--- src/rtl/gpmc_sync_target.sv ---
// GPMC synchronous muxed-bus responder on CS1: decodes address/data phases on gpmc_clk
// into local register-bus write/read strobes and returns read data onto the AD bus.
module gpmc_sync_target #(
  parameter int unsigned ADDR_WIDTH = 16,
  parameter int unsigned RD_LATENCY = 1
) (
  input  logic                  gpmc_clk,
  input  logic                  reset,
  input  logic [15:0]           gpmc_ad_in,
  output logic [15:0]           gpmc_ad_out,
  output logic                  gpmc_ad_oe,
  input  logic                  gpmc_advn,
  input  logic                  gpmc_csn1,
  input  logic                  gpmc_wein,
  input  logic                  gpmc_oen,
  output logic [ADDR_WIDTH-1:0] bus_addr,
  output logic [15:0]           bus_wr_data,
  output logic                  bus_wr_en,
  output logic                  bus_rd_en,
  input  logic [15:0]           bus_rd_data
);

  localparam int unsigned DW = 16;
  localparam int unsigned CW = 2;

  typedef enum logic [1:0] {
    ST_IDLE,
    ST_DATA,
    ST_RD_WAIT,
    ST_RD_DATA
  } state_e;

  state_e                state_q, state_d;
  logic [ADDR_WIDTH-1:0] addr_q, addr_d;
  logic [CW-1:0]         lat_q, lat_d;
  logic [ADDR_WIDTH-1:0] bus_addr_q, bus_addr_d;
  logic [DW-1:0]         wr_data_q, wr_data_d;
  logic                  wr_en_q, wr_en_d;
  logic                  rd_en_q, rd_en_d;
  logic [DW-1:0]         ad_out_q, ad_out_d;

  always_ff @(posedge gpmc_clk or posedge reset) begin
    if (reset) begin
      state_q    <= ST_IDLE;
      addr_q     <= '0;
      lat_q      <= '0;
      bus_addr_q <= '0;
      wr_data_q  <= '0;
      wr_en_q    <= 1'b0;
      rd_en_q    <= 1'b0;
      ad_out_q   <= '0;
    end else begin
      state_q    <= state_d;
      addr_q     <= addr_d;
      lat_q      <= lat_d;
      bus_addr_q <= bus_addr_d;
      wr_data_q  <= wr_data_d;
      wr_en_q    <= wr_en_d;
      rd_en_q    <= rd_en_d;
      ad_out_q   <= ad_out_d;
    end
  end

  // CS high dominates; an address phase restarts the transaction from any state.
  always_comb begin
    state_d    = state_q;
    addr_d     = addr_q;
    lat_d      = lat_q;
    bus_addr_d = bus_addr_q;
    wr_data_d  = wr_data_q;
    wr_en_d    = 1'b0;
    rd_en_d    = 1'b0;
    ad_out_d   = ad_out_q;
    if (gpmc_csn1) begin
      state_d = ST_IDLE;
    end else if (!gpmc_advn) begin
      addr_d  = ADDR_WIDTH'(gpmc_ad_in);
      state_d = ST_DATA;
    end else begin
      case (state_q)
        ST_DATA: begin
          bus_addr_d = addr_q;
          if (!gpmc_wein) begin
            wr_en_d   = 1'b1;
            wr_data_d = gpmc_ad_in;
            addr_d    = addr_q + ADDR_WIDTH'(1);
          end else begin
            rd_en_d = 1'b1;
            lat_d   = CW'(1);
            state_d = ST_RD_WAIT;
          end
        end
        // lat_q counts edges since the one that raised bus_rd_en
        ST_RD_WAIT: begin
          if (lat_q == CW'(RD_LATENCY)) begin
            ad_out_d = bus_rd_data;
            state_d  = ST_RD_DATA;
          end else begin
            lat_d = lat_q + CW'(1);
          end
        end
        default: ;
      endcase
    end
  end

  assign gpmc_ad_out = ad_out_q;
  assign bus_addr    = bus_addr_q;
  assign bus_wr_data = wr_data_q;
  assign bus_wr_en   = wr_en_q;
  assign bus_rd_en   = rd_en_q;
  // Pad enable follows OE_n/CS_n without waiting for a clock edge.
  assign gpmc_ad_oe  = (state_q == ST_RD_DATA) & ~gpmc_csn1 & ~gpmc_oen;

endmodule

--- config.mk ---
export PLATFORM = sky130hd
export DESIGN_NAME = gpmc_sync_target
export DESIGN_NICKNAME = d
export VERILOG_FILES = /design/src/rtl/gpmc_sync_target.sv
export SDC_FILE = /design/constraint.sdc
export NUM_CORES = 1
export LEC_CHECK = 0
export ABC_AREA = 1
export BUFFER_PORTS_ARGS = -buffer_cell sky130_fd_sc_hd__buf_2
export CAP_MARGIN = 40
export CELL_PAD_IN_SITES_DETAIL_PLACEMENT = 1
export CELL_PAD_IN_SITES_GLOBAL_PLACEMENT = 1
export CORE_ASPECT_RATIO = 0.7
export CORE_MARGIN = 3
export CORE_UTILIZATION = 23
export DETAILED_ROUTE_END_ITERATION = 10
export GPL_TIMING_DRIVEN = 0
export PLACE_DENSITY = 0.63
export SLEW_MARGIN = 5
export SYNTH_ARGS = -nofsm -noshare
export SYNTH_HDL_FRONTEND = slang
export SYNTH_SLANG_ARGS = --single-unit
--- constraint.sdc ---
create_clock -name gpmc_clk -period 3.52 [get_ports gpmc_clk]
set_input_delay 0.88 -clock gpmc_clk [delete_from_list [all_inputs] [get_ports gpmc_clk]]
set_output_delay 0.88 -clock gpmc_clk [all_outputs]
set_load 0.05 [all_outputs]
==> After elaboration in Yosys (flattened, before gate mapping) <==
Cells that the tools add are included.
{ "op_classes": {"bitwise": 5, "mux": 19, "addsub": 2, "reduce_logical": 7, "n_eq_ne": 11} }
{ "ops": {"columns": ["operator", "count"], "rows": [
  ["two-way mux 16 bit", 3],
  ["adder 16 x 1 -> 16 bit, second input constant", 1],
  ["two-way mux 2 bit", 6],
  ["AND reduction 3 bit", 3],
  ["two-way mux 1 bit", 8],
  ["!= test 4 bit, second input constant", 2],
  ["one-hot mux 2 bit (2 select lines)", 2],
  ["AND reduction 4 bit", 2],
  ["!= test 2 bit, second input constant", 3],
  ["AND reduction 5 bit", 1],
  ["== test 2 x 1 -> 1 bit, second input constant", 2],
  ["== test 2 bit, second input constant", 2],
  ["!= test 4 x 1 -> 1 bit, second input constant", 1],
  ["NOT 1 bit", 3],
  ["adder 2 x 1 -> 2 bit, second input constant", 1],
  ["bitwise AND 1 bit", 2],
  ["!= test 2 x 1 -> 1 bit, second input constant", 1],
  ["nonzero test 2 bit", 1]
]} }
{ "word_totals": {"elab_cells": 52, "out_inout_bits": 51, "input_bits": 38, "regBits": 70} }

==> Logic depth before layout (Yosys ltp) <==
Gate-level depths: netlist (run 1).
{ "logic_depth": {"depth_word": 5, "mapped_depth": 9, "mapped_depth_nobuf": 9} }

==> Worst setup path before layout (run 1) <==
No wires, ideal clock.
{ "synth_timing": {"kind": "input to output", "startpoint": "input port gpmc_csn1", "endpoint": "output port gpmc_ad_oe", "slack_ps": 602, "arrival_time_ps": 2038, "required_time_ps": 2640, "path_buffers": 0, "stages": 1, "path_cell_list": "nor3b_1"} }
{ "synth_via": {"elab_chain_len": 3} }
{ "synth_lines": {"columns": ["element", "line_no", "text"], "rows": [
  ["start, declared", "13", "input logic gpmc_csn1,"],
  ["NOT 1 bit (no line)", null, null],
  ["bitwise AND 1 bit (2 in series)", "113", "assign gpmc_ad_oe = (state_q == ST_RD_DATA) & ~gpmc_csn1 & ~gpmc_oen;"],
  ["end, declared", "11", "output logic gpmc_ad_oe,"]
]} }
Every way passes these cells.

==> Worst setup path after layout (run 1) <==
Ends and elaborated chain as after synthesis.

==> results.md, run 1 <==
- Final Cycle Share: 0.7022
- Avg Cell Area, Syn: 8.688 um2
- Critical-path cell list: buf_2 > nor3b_1 > buf_2
- Crit path to: gpmc_ad_oe
- Uppermost layer routed: met4
- Most used cell, CP: buf_2
- Pwr dens: 861.4 nW/um2
- Slowest cell on crit path: buf_2
- Fin. Hold Viols: 0
- Critical path class: input port to primary output
- Wirelength per Cell: ~15 um
- Post-synthesis sequential area ratio: 0.5420
- Worst Path Arrival: 1590 ps
- Hold Crit Depth: 2
- Share of cells above drive strength 1: 0.2542
- Pre-CTS setup slack: a little over 1000 ps
- R2r worst-path depth: 9
- Post-CTS setup repair buffer count: 0
- Buf/Inv on CP: 2
- Clock-pin slew of the registers on the worst-case setup and hold paths: 60 ps
- First-pass GRT wire length: roughly 17000 um
- LEAKAGE: 2.257 nW
- Crit path depth: 3
- Port bufs: 88
- CTS hold repair buffers: 0
- CORE AREA: ~13000 um2
- Crit-path max FO: 4
- WL met3: 888 um
- Clock insertion delay at the later pin of the skew report: 330 ps
- CTS max path bufs: 2
- Synthesis Warnings: 0
- Syn nets: 416
- Die area: 15530 um2
- Placed wire-length estimate: 7757 um
- Congestion Overflow GR: 0
- DRT Pass-1 Iters: 4
- Reg2reg start: state_q[1]
- M1 wire length: 5010 um
- Crit. Startpoint: gpmc_csn1
- Maximum vdd drop: around 0.26 mV
- Area of the mapped netlist: ~3200 um2
- Worst Max-Slew Pin Slew: 469.2 ps
- Min-delay worst type: flop to flop
- # setup viols final: 0
- CP Launch Type: input port
- RSZ-0062 raised after global routing: no
- DRC: 0
- Final WS setup: 1048 ps
- Sink Count: 70
- Routability cong.: 0.8059
- Number of DRC markers in iteration 0: 134
- Post-synthesis register bit count: 70
- Min Hold Slack: 478.3 ps
- RR Endpoint: addr_q[10]
- Met2 WL: 4210 um
- Die width: 147.7 um
- Max Cap Viol: 0
- Clock Skew: 8.075 ps
- Post-CTS resize count: 0
- Pins over their slew limit: 0
- Endpoint class of the critical path: primary output
- Required time of the critical path: 2640 ps
- Max incr delay on CP: 310 ps
- Cell variety after synth: 26
- Min Clock Period, post-route: ~2500 ps
- Vias in the first global route: 3047
- Top delay family on crit path: buffers and inverters
- Max-slew headroom: 0.6872
- Die height: 105.2 um
- Via count: 2885
- Clock root cell: clkbuf_16
- Layout Nets: 516
- Largest net degree at the start of global routing: 50
- # H-tree levels: 3
- Routed WL: 10240 um
- IO Count: 89
- Post-Synthesis Cells: 372
- Initial core utilization: 0.2404
- Fmax: 404.6 MHz
- Area Overhead vs Synth: 31.55%
- Status: completed
- Initial antenna violation count: 1
- Total GRT Usage: 0.1368
- Worst R2R Setup Slack: 1440 ps
- Post-route ant nets: 0
- CTS Buf Count: 9
- Row cnt: 35
- Mean number of vias per cell: 4.358
- CTS tree: built
==> layout make-up <==
cell class | count | area [um2]
fillers | 1638 | 9193
repair buffers | 89 | 467.9
diodes | 1 | 2.502
clock inverters | 3 | 68.82
well taps | 185 | 231.5
flip-flops and latches | 70 | 1752
inverters | 46 | 175.2
plain buffers | 12 | 58.81
multi-input cells | 244 | 1249
clock buffers | 12 | 246.5
==> cells by family (layout without fill, tap and decap cells) <==
family                   count (synthesis)  count (layout)  synth area share
AO/OA/AOI/OAI                           69              69            0.1134
adder cells (fa/ha/maj)                  6               6           0.02323
buffers and inverters                   58             162           0.07162
flip-flops                              70              70            0.5420
multiplexers                            16              16           0.05575
other                                    0               1                 0
AND/OR/NAND/NOR                        153             153            0.1940
==> worst register-to-register path, cell delays in order, from the launching register on <==
cell and delay (ps):
dfrtp_1 410, inv_1 110, ha_1 170, nand2_1 70, a21oi_2 330, inv_2 180
clkbuf_1 280, a21oi_1 320, nand2_1 90, nand2_1 60
==> power by group <==
part	switching, mW	internal [mW]	total, mW	leakage, nW
Combinational	1.13	0.331	1.46	1.23
Sequential	0.167	1.06	1.23	0.878
Clock	0.338	0.638	0.975	0.153
==> cells in the mapped netlist <==
master	n	area share
nand2_1	107	0.12
dfrtp_1	70	0.54
inv_1	41	0.048
o21ai_1	25	0.039
nor2_1	20	0.023
o21ai_0	20	0.031
nand3_1	18	0.028
mux2_1	16	0.056
a21oi_1	15	0.023
buf_2	8	0.012
ha_1	6	0.023
inv_2	5	0.0058
a22oi_1	3	0.0070
clkbuf_1	3	0.0035
nand4_1	3	0.0058
nor2_4	2	0.0070
a21oi_2	1	0.0027
a31oi_1	1	0.0019
buf_4	1	0.0023
nand2_2	1	0.0019
nor3_1	1	0.0015
nor3b_1	1	0.0023
o211ai_1	1	0.0023
o21bai_1	1	0.0023
o22ai_1	1	0.0019
o31ai_1	1	0.0023
==> routing by layer <==
layer  vias to the layer above  track usage
met5                         -            0
met4                         0      0.04721
met3                         7      0.04465
met2                        89       0.1959
met1                      1392       0.1928
li1                       1397            -
==> per-stage QoR <==
stage / instances / total power [mW] / util / cell area [um2] / TNS, ps
after global placement: 645 / 2.665 / 0.2904 / 3904 / -9572
after floorplan: 372 / 2.290 / - / 3232 / 0
after detailed placement: 646 / 2.710 / 0.2926 / 3934 / 0
after CTS: 661 / 3.716 / 0.3161 / 4249 / 0
final: 662 / 3.662 / 0.3162 / 4252 / 0
after global routing: 662 / 3.874 / 0.3162 / 4252 / 0
==> how the worst min path moves through the flow <==
stage                               start               to
after floorplan                  lat_q[0]         lat_q[0]
after global placement        bus_addr[8]      bus_addr[8]
after detailed placement   bus_wr_data[8]   bus_wr_data[8]
after CTS                  bus_wr_data[8]   bus_wr_data[8]
after global routing      bus_wr_data[12]  bus_wr_data[12]
final                      bus_wr_data[8]   bus_wr_data[8]
==> registers in the layout (all words and copies together), names as in the netlist <==
signal       count
bus_rd_en        1
state_q          2
addr_q          16
bus_addr        16
bus_wr_data     16
bus_wr_en        1
gpmc_ad_out     16
lat_q            2
==> placed cells by master (no fill, tap or decap), drive strengths merged <==
| cell type | Yosys | final |
|---|---|---|
| dfrtp | 70 | 70 |
| nor3 | 1 | 1 |
| clkbuf | 3 | 15 |
| nor3b | 1 | 1 |
| a21oi | 16 | 16 |
| nand2 | 108 | 108 |
| bufinv | 0 | 2 |
| ha | 6 | 6 |
| o31ai | 1 | 1 |
| inv | 46 | 46 |
| mux2 | 16 | 16 |
| a31oi | 1 | 1 |
| nor2 | 22 | 22 |
| o21bai | 1 | 1 |
| o211ai | 1 | 1 |
| o21ai | 45 | 45 |
| nand4 | 3 | 3 |
| a22oi | 3 | 3 |
| diode | 0 | 1 |
| clkinv | 0 | 1 |
| nand3 | 18 | 18 |
| o22ai | 1 | 1 |
| buf | 9 | 98 |
Note: power is estimated with default switching activity, not from simulation.
==> inputs of run 2 (changes only) <==
ABC_AREA = 0   (was 1)
clock period = 2.18 ns   (was 3.52 ns; I/O delays follow)
==> results.md, run 2 <==
- Clock-pin slew of the registers on the worst-case setup and hold paths: 60 ps (about the same)
- DRT Pass-1 Iters: 4 (unchanged)
- Number of DRC markers in iteration 0: 59 (was 134)
- Post-CTS setup repair buffer count: 0 (unchanged)
- Endpoint class of the critical path: flop (was primary output)
- Die area: 15110 um2 (was 15530 um2)
- Sw frac: 0.4161 (was 0.4457)
- Critical path class: flop to flop (was input port to primary output)
- Mux cell area share after synthesis: 0.1817 (was 0.05575)
- Vias in the first global route: 2638 (was 3047)
- Logic gate share of total power: 0.364 (was 0.398)
- Mean number of vias per cell: 4.565 (was 4.358)
- Cell variety after synth: 38 (was 26)
- Pins over their slew limit: 0 (unchanged)
- LEAKAGE: 1.940 nW (was 2.257 nW)
- Row cnt: 35 (unchanged)
- Max Cap Viol: 0 (unchanged)
- Yosys top cell area share: 0.5578 (was 0.5420)
- Synth Area in Compound Gates: 0.1120 (was 0.1134)
- Synthesis Warnings: 0 (unchanged)
- CTS Buf Count: 9 (unchanged)
- Synth area leaders: dfrtp_1, mux2_2, a21oi_1 (was dfrtp_1, nand2_1, mux2_1)
- Post-route ant nets: 0 (unchanged)
- Sink Count: 70 (unchanged)
- Routed WL: 9026 um (was 10240 um)
- Critical-path cell list: inv_1 > ha_1 > nand2_2 > nor2_4 > buf_6 > mux2_1 (was buf_2 > nor3b_1 > buf_2)
- Fin. Hold Viols: 0 (unchanged)
- Max-slew headroom: 0.5545 (was 0.6872)
- Pwr dens: 1303 nW/um2 (was 861.4 nW/um2)
- Post-synthesis sequential area ratio: 0.5578 (was 0.5420)
- CP Launch Type: flop (was input port)
- Post-Synthesis Cells: 257 (was 372)
- Post-route setup TNS: 0 ps (unchanged)
- IO Count: 89 (unchanged)
- Via count: 2497 (was 2885)
- Status: completed (unchanged)
- NetSw: 2.265 mW (was 1.632 mW)
- Util after Layout: 0.3149 (was 0.3162)
- CTS hold repair buffers: 0 (unchanged)
- Largest net degree at the start of global routing: 34 (was 50)
- Required time of the critical path: 2390 ps (was 2640 ps)
- DRC: 0 (unchanged)
- Flop pwr share: 0.348 (was 0.336)
- Internal power: 3.179 mW (was 2.030 mW)
- Largest family of logic cells by synthesized area: multiplexers (was simple AND/OR/NAND/NOR gates)
- Clock Power Share: 0.288 (was 0.266)
- Initial core utilization: 0.2367 (was 0.2404)
- Slowest cell on crit path: dfrtp_1 (was buf_2)
- Port bufs: 87 (was 88)
- Total GRT Usage: 0.1219 (was 0.1368)
- Asr flop ratio synth: 1.000 (unchanged)
- Worst Path Arrival: 2120 ps (was 1590 ps)
- Crit-path max FO: 10 (was 4)
- Area Overhead vs Synth: 33.07% (was 31.55%)
- Most numerous cell in the Yosys netlist: dfrtp_1 (was nand2_1)
- Syn nets: 301 (was 416)
- Die height: 103.8 um (was 105.2 um)
- Synth cell count leaders: dfrtp_1, mux2_2, a21oi_1, o21ai_0, nand2_1 (was nand2_1, dfrtp_1, inv_1, o21ai_1)
- Post-synth EDFFs: 0 (unchanged)
- Clock insertion delay at the later pin of the skew report: 330 ps (about the same)
- Initial antenna violation count: 0 (was 1)
- Antenna Diode Count: 0 (was 1)
- Post-CTS resize count: 0 (unchanged)
- Worst Max-Slew Pin Slew: 662.1 ps (was 469.2 ps)
- Placed wire-length estimate: 6701 um (was 7757 um)
- Congestion Overflow GR: 0 (unchanged)
- RSZ-0062 raised after global routing: no (unchanged)
- Avg Cell Area, Syn: 12.22 um2 (was 8.688 um2)
- Synth Area in XOR/XNOR: 0 (unchanged)
- Layout Nets: 401 (was 516)
- Final Cycle Share: 0.8790
- Area of the mapped netlist: 3141 um2 (was 3232 um2)
- Clock root cell: clkbuf_16 (unchanged)
- Share of cells above drive strength 1: 0.4337 (was 0.2542)
- Die width: 145.7 um (was 147.7 um)
- CTS max path bufs: 2 (unchanged)
- Max incr delay on CP: 410 ps (was 310 ps)
- CTS tree: built (unchanged)
- # H-tree levels: 3 (unchanged)
- CORE AREA: 13270 um2 (was 13440 um2)
- Min-delay worst type: input port to asynchronous set/reset pin (was flop to flop)
- Synth Area in Adders: 0.02390 (was 0.02323)
- Commonest non-fill, non-tap cell in the layout: buf_2 (was nand2_1)
- Synth Area in Simple Gates: 0.09602 (was 0.1940)
- First-pass GRT wire length: 14620 um (was 16670 um)
- Buf/Inv on CP: 2 (unchanged)
- Fmax: 521.9 MHz
- Min Clock Period, post-route: approximately 1900 ps
- Commonest non-fill, non-tap cells in the layout: buf_2, dfrtp_1, mux2_2 (was nand2_1, buf_2, dfrtp_1)
- Top_reg_cell synth: dfrtp_1 (unchanged)
- Routability cong.: 0.7918 (was 0.8059)
- Maximum vdd drop: 0.4180 mV (was 0.2580 mV)
- Top delay family on crit path: simple AND/OR/NAND/NOR gates (was buffers and inverters)
- # setup viols final: 0 (unchanged)
- Yosys top cell by area: dfrtp_1 (unchanged)
- Clock Skew: 6.668 ps (was 8.075 ps)
- Post-synthesis register bit count: 70 (unchanged)
- Wirelength per Cell: 16.50 um (was 15.47 um)
-- run 2: changes by cell type in the layout (fill, tap and decap cells not counted), moves of 7 or more --
cell,delta
nand2_1,-97
mux2_2,+39
inv_1,-33
o21ai_1,-25
nor2_1,-15
nand3_1,-9
o21ai_0,-8
mux2_1,-7
-- run 2: worst paths after layout --
path | slack, ps | start | end | cells past startpoint
setup / recovery | 260 | state_q[1] | bus_wr_data[4] | 6
hold / removal | 250 | reset | gpmc_ad_out[4] | 2
setup reg to reg | 260 | state_q[1] | bus_wr_data[4] | 6
hold reg to reg | 490 | bus_wr_data[3] | bus_wr_data[3] | 1
max in group asynchronous | 1230 | reset | bus_wr_data[13] | 4
min in group gpmc_clk | 440 | bus_rd_data[11] | gpmc_ad_out[11] | 2
-- run 2: cell families (layout without fill, tap and decap cells) --
| kind of cell | count (synthesis) | after routing |
|---|---|---|
| AND/OR/NAND/NOR | 53 | 53 |
| adder cells (fa/ha/maj) | 6 | 6 |
| multiplexers | 51 | 51 |
| AO/OA/AOI/OAI | 57 | 57 |
| buffers and inverters | 20 | 125 |
| flip-flops | 70 | 70 |
-- run 2: layer usage --
metal,up-vias,global-route usage,wire length [um]
met5,-,0,0
met4,0,0.03320,115
met3,11,0.04329,518
met2,66,0.1861,4204
met1,1266,0.1643,4187
li1,1154,-,-
-- run 2: area by class of cell --
type	count	area, um2
buffer	12	60.06
fill	1488	9090
inverter	8	33.78
sequential	70	1752
timing repair buffer	89	483.0
clock inverter	6	86.33
tap	185	231.5
multi-input combinational	167	1304
clock buffer	10	229.0
-- run 2: per-stage QoR --
stage          area [um2]  hold slack, ps  power [mW]  instances  worst slack [ps]
3_5_place_dp         3864           472.8       3.918        531             72.20
3_3_place_gp         3816           466.8       3.863        529             98.76
6_report             4179           251.6       5.444        547             263.8
2_1_floorplan        3149           487.3       3.363        257             246.5
5_1_grt              4179           285.4       5.730        547             92.36
4_1_cts              4179           258.6       5.522        547             225.3
-- run 2: power by group through the flow --
stage          combinational (mW)  sequential [mW]  clock (mW)
6_report                     1.98             1.89        1.57
5_1_grt                      2.10             1.95        1.68
2_1_floorplan               0.457             2.91           0
3_3_place_gp                 1.97             1.89           0
4_1_cts                      2.01             1.90        1.61
3_5_place_dp                 2.00             1.91           0
==> inputs of run 3 (changes only) <==
CORE_UTILIZATION = 36   (was 23)
GPL_ROUTABILITY_DRIVEN = 0   (was unset)
PLACE_DENSITY = 0.86   (was 0.63)
==> results.md, run 3 (synthesis gave the netlist of run 2 again) <==
- Commonest non-fill, non-tap cell in the layout: buf_2 (unchanged)
- Layout Nets: 400 (was 401)
- Commonest non-fill, non-tap cells in the layout: buf_2, dfrtp_1, mux2_2 (unchanged)
- Antenna Diode Count: 0 (unchanged)
- Max-slew headroom: 0.5072 (was 0.5545)
- Via count: 2521 (was 2497)
- CTS hold repair buffers: 0 (unchanged)
- Final Cycle Share: 0.8978 (was 0.8790)
- Placed instance area: 3750 um2 (was 3864 um2)
- Worst R2R Setup Slack: 220 ps (was 260 ps)
- Endpoint class of the critical path: flop (unchanged)
- CTS max path bufs: 2 (unchanged)
- Worst Path Arrival: 2170 ps (was 2120 ps)
- Die area: 9898 um2 (was 15110 um2)
- Clock Skew: 6.846 ps (was 6.668 ps)
- Area Overhead vs Synth: 30.48% (was 33.07%)
- Initial core utilization: 0.3841 (was 0.2367)
- Clock root cell: clkbuf_16 (unchanged)
- Mean number of vias per cell: 5.285 (was 4.565)
- R2r worst-path depth: 6 (unchanged)
- DRC: 0 (unchanged)
- IO Count: 89 (unchanged)
- Critical path class: flop to flop (unchanged)
- RSZ-0062 raised after global routing: no (unchanged)
- Clock-pin slew of the registers on the worst-case setup and hold paths: 60 ps (about the same)
- First-pass GRT wire length: 14610 um (was 14620 um)
- Reg2reg start: state_q[1] (unchanged)
- Clock insertion delay at the later pin of the skew report: 340 ps (was 330 ps)
- Status: completed (unchanged)
- Pins over their slew limit: 0 (unchanged)
- Sink Count: 70 (unchanged)
- Number of DRC markers in iteration 0: 151 (was 59)
- Pwr Total: 5.574 mW (was 5.444 mW)
- Min-delay worst type: input port to asynchronous set/reset pin (unchanged)
- Total GRT Usage: 0.1866 (was 0.1219)
- Post-route setup TNS: 0 ps (unchanged)
- Crit. Startpoint: state_q[1] (unchanged)
- CP Launch Type: flop (unchanged)
- Grt met3 use: 0.05993 (was 0.04329)
- Post-CTS setup repair buffer count: 0 (unchanged)
- Routed WL: 8681 um (was 9026 um)
- Placed wire-length estimate: 6456 um (was 6701 um)
- # setup viols final: 0 (unchanged)
- CORE AREA: 8175 um2 (was 13270 um2)
- Crit-path max FO: 10 (unchanged)
- Min Hold Slack: 328.1 ps (was 251.6 ps)
- Fmax: 511.0 MHz (was 521.9 MHz)
- Row cnt: 27 (was 35)
- Max Cap Viol: 0 (unchanged)
- CTS Buf Count: 9 (unchanged)
- Routing usage on met2: 0.2993 (was 0.1861)
- Wirelength per Cell: 18.20 um (was 16.50 um)
- Crit path to: bus_wr_data[1] (was bus_wr_data[4])
- GRT busiest layer: met2 (unchanged)
- Maximum vdd drop: 0.6972 mV (was 0.4180 mV)
- Initial antenna violation count: 0 (unchanged)
- Vias in the first global route: 2780 (was 2638)
- RR Endpoint: bus_wr_data[1] (was bus_wr_data[4])
- DRT Pass-1 Iters: 4 (unchanged)
- CTS tree: built (unchanged)
- Pwr dens: 1360 nW/um2 (was 1303 nW/um2)
- Fin. Hold Viols: 0 (unchanged)
- Largest net degree at the start of global routing: 39 (was 34)
- Min Clock Period, post-route: 1957 ps (was 1916 ps)
- # H-tree levels: 3 (unchanged)
- Post-route ant nets: 0 (unchanged)
- Congestion Overflow GR: 0 (unchanged)
- Die width: 117.6 um (was 145.7 um)
- Share of cells above drive strength 1: 0.4349 (was 0.4337)
- Port bufs: 87 (unchanged)
- Required time of the critical path: 2400 ps (was 2390 ps)
- Met1 global-route usage: 0.2414 (was 0.1643)
- Post-CTS resize count: 0 (unchanged)
- Die height: 84.15 um (was 103.8 um)
- Util after Layout: 0.5012 (was 0.3149)
- Worst Max-Slew Pin Slew: 737.7 ps (was 662.1 ps)
- LEAKAGE: 1.947 nW (was 1.940 nW)
- Post-route cell area: 4098 um2 (was 4179 um2)
[run 3: cell types whose count changed in the layout (fill, tap and decap cells not counted)]
cell | before | now
clkbuf_1 | 6 | 5
clkinvlp_4 | 2 | 1
clkbuf_8 | 0 | 1
buf_16 | 1 | 0
bufinv_16 | 2 | 3
[run 3: how the worst min path moves through the flow]
stage | to | startpoint
after floorplan | lat_q[1] | lat_q[1]
after global placement | bus_wr_data[4] | bus_wr_data[4]
after detailed placement | bus_wr_data[15] | bus_wr_data[15]
after CTS | bus_wr_data[14] | reset
after global routing | bus_wr_data[14] | reset
final | bus_wr_data[14] | reset
[run 3: critical path: stages, from the launching register on]
cell and delay [ps]:
dfrtp_1 410, inv_1 100, ha_1 240, nand2_2 210, nor2_4 320, buf_6 210, mux2_1 340
[run 3: area by class of cell]
cell class / instances / area (um2)
clock inverter: 6 / 108.9
sequential: 70 / 1752
fill: 943 / 4078
inverter: 8 / 33.78
buffer: 12 / 60.06
tap: 116 / 145.1
clock buffer: 10 / 239.0
multi-input combinational: 167 / 1304
timing repair buffer: 88 / 455.4
[run 3: through the flow]
stage / setup WS, ps / std cells
CTS: 192.2 / 477
floorplan: 246.5 / 257
detailed placement: 76.88 / 461
finish: 222.9 / 477
global placement: 118.4 / 460
global route: 60.93 / 477
[run 3: metal layers]
metal,vias up,part of all wire
met5,-,0
met2,72,0.48
met1,1294,0.44
met3,10,0.057
li1,1145,-
met4,0,0.015
[run 3: where the power goes]
| group | switching [mW] | total [mW] | internal, mW |
|---|---|---|---|
| clock network | 0.553 | 1.70 | 1.15 |
| registers | 0.242 | 1.89 | 1.65 |
| logic | 1.46 | 1.98 | 0.524 |
| total | 2.25 | 5.57 | 3.32 |
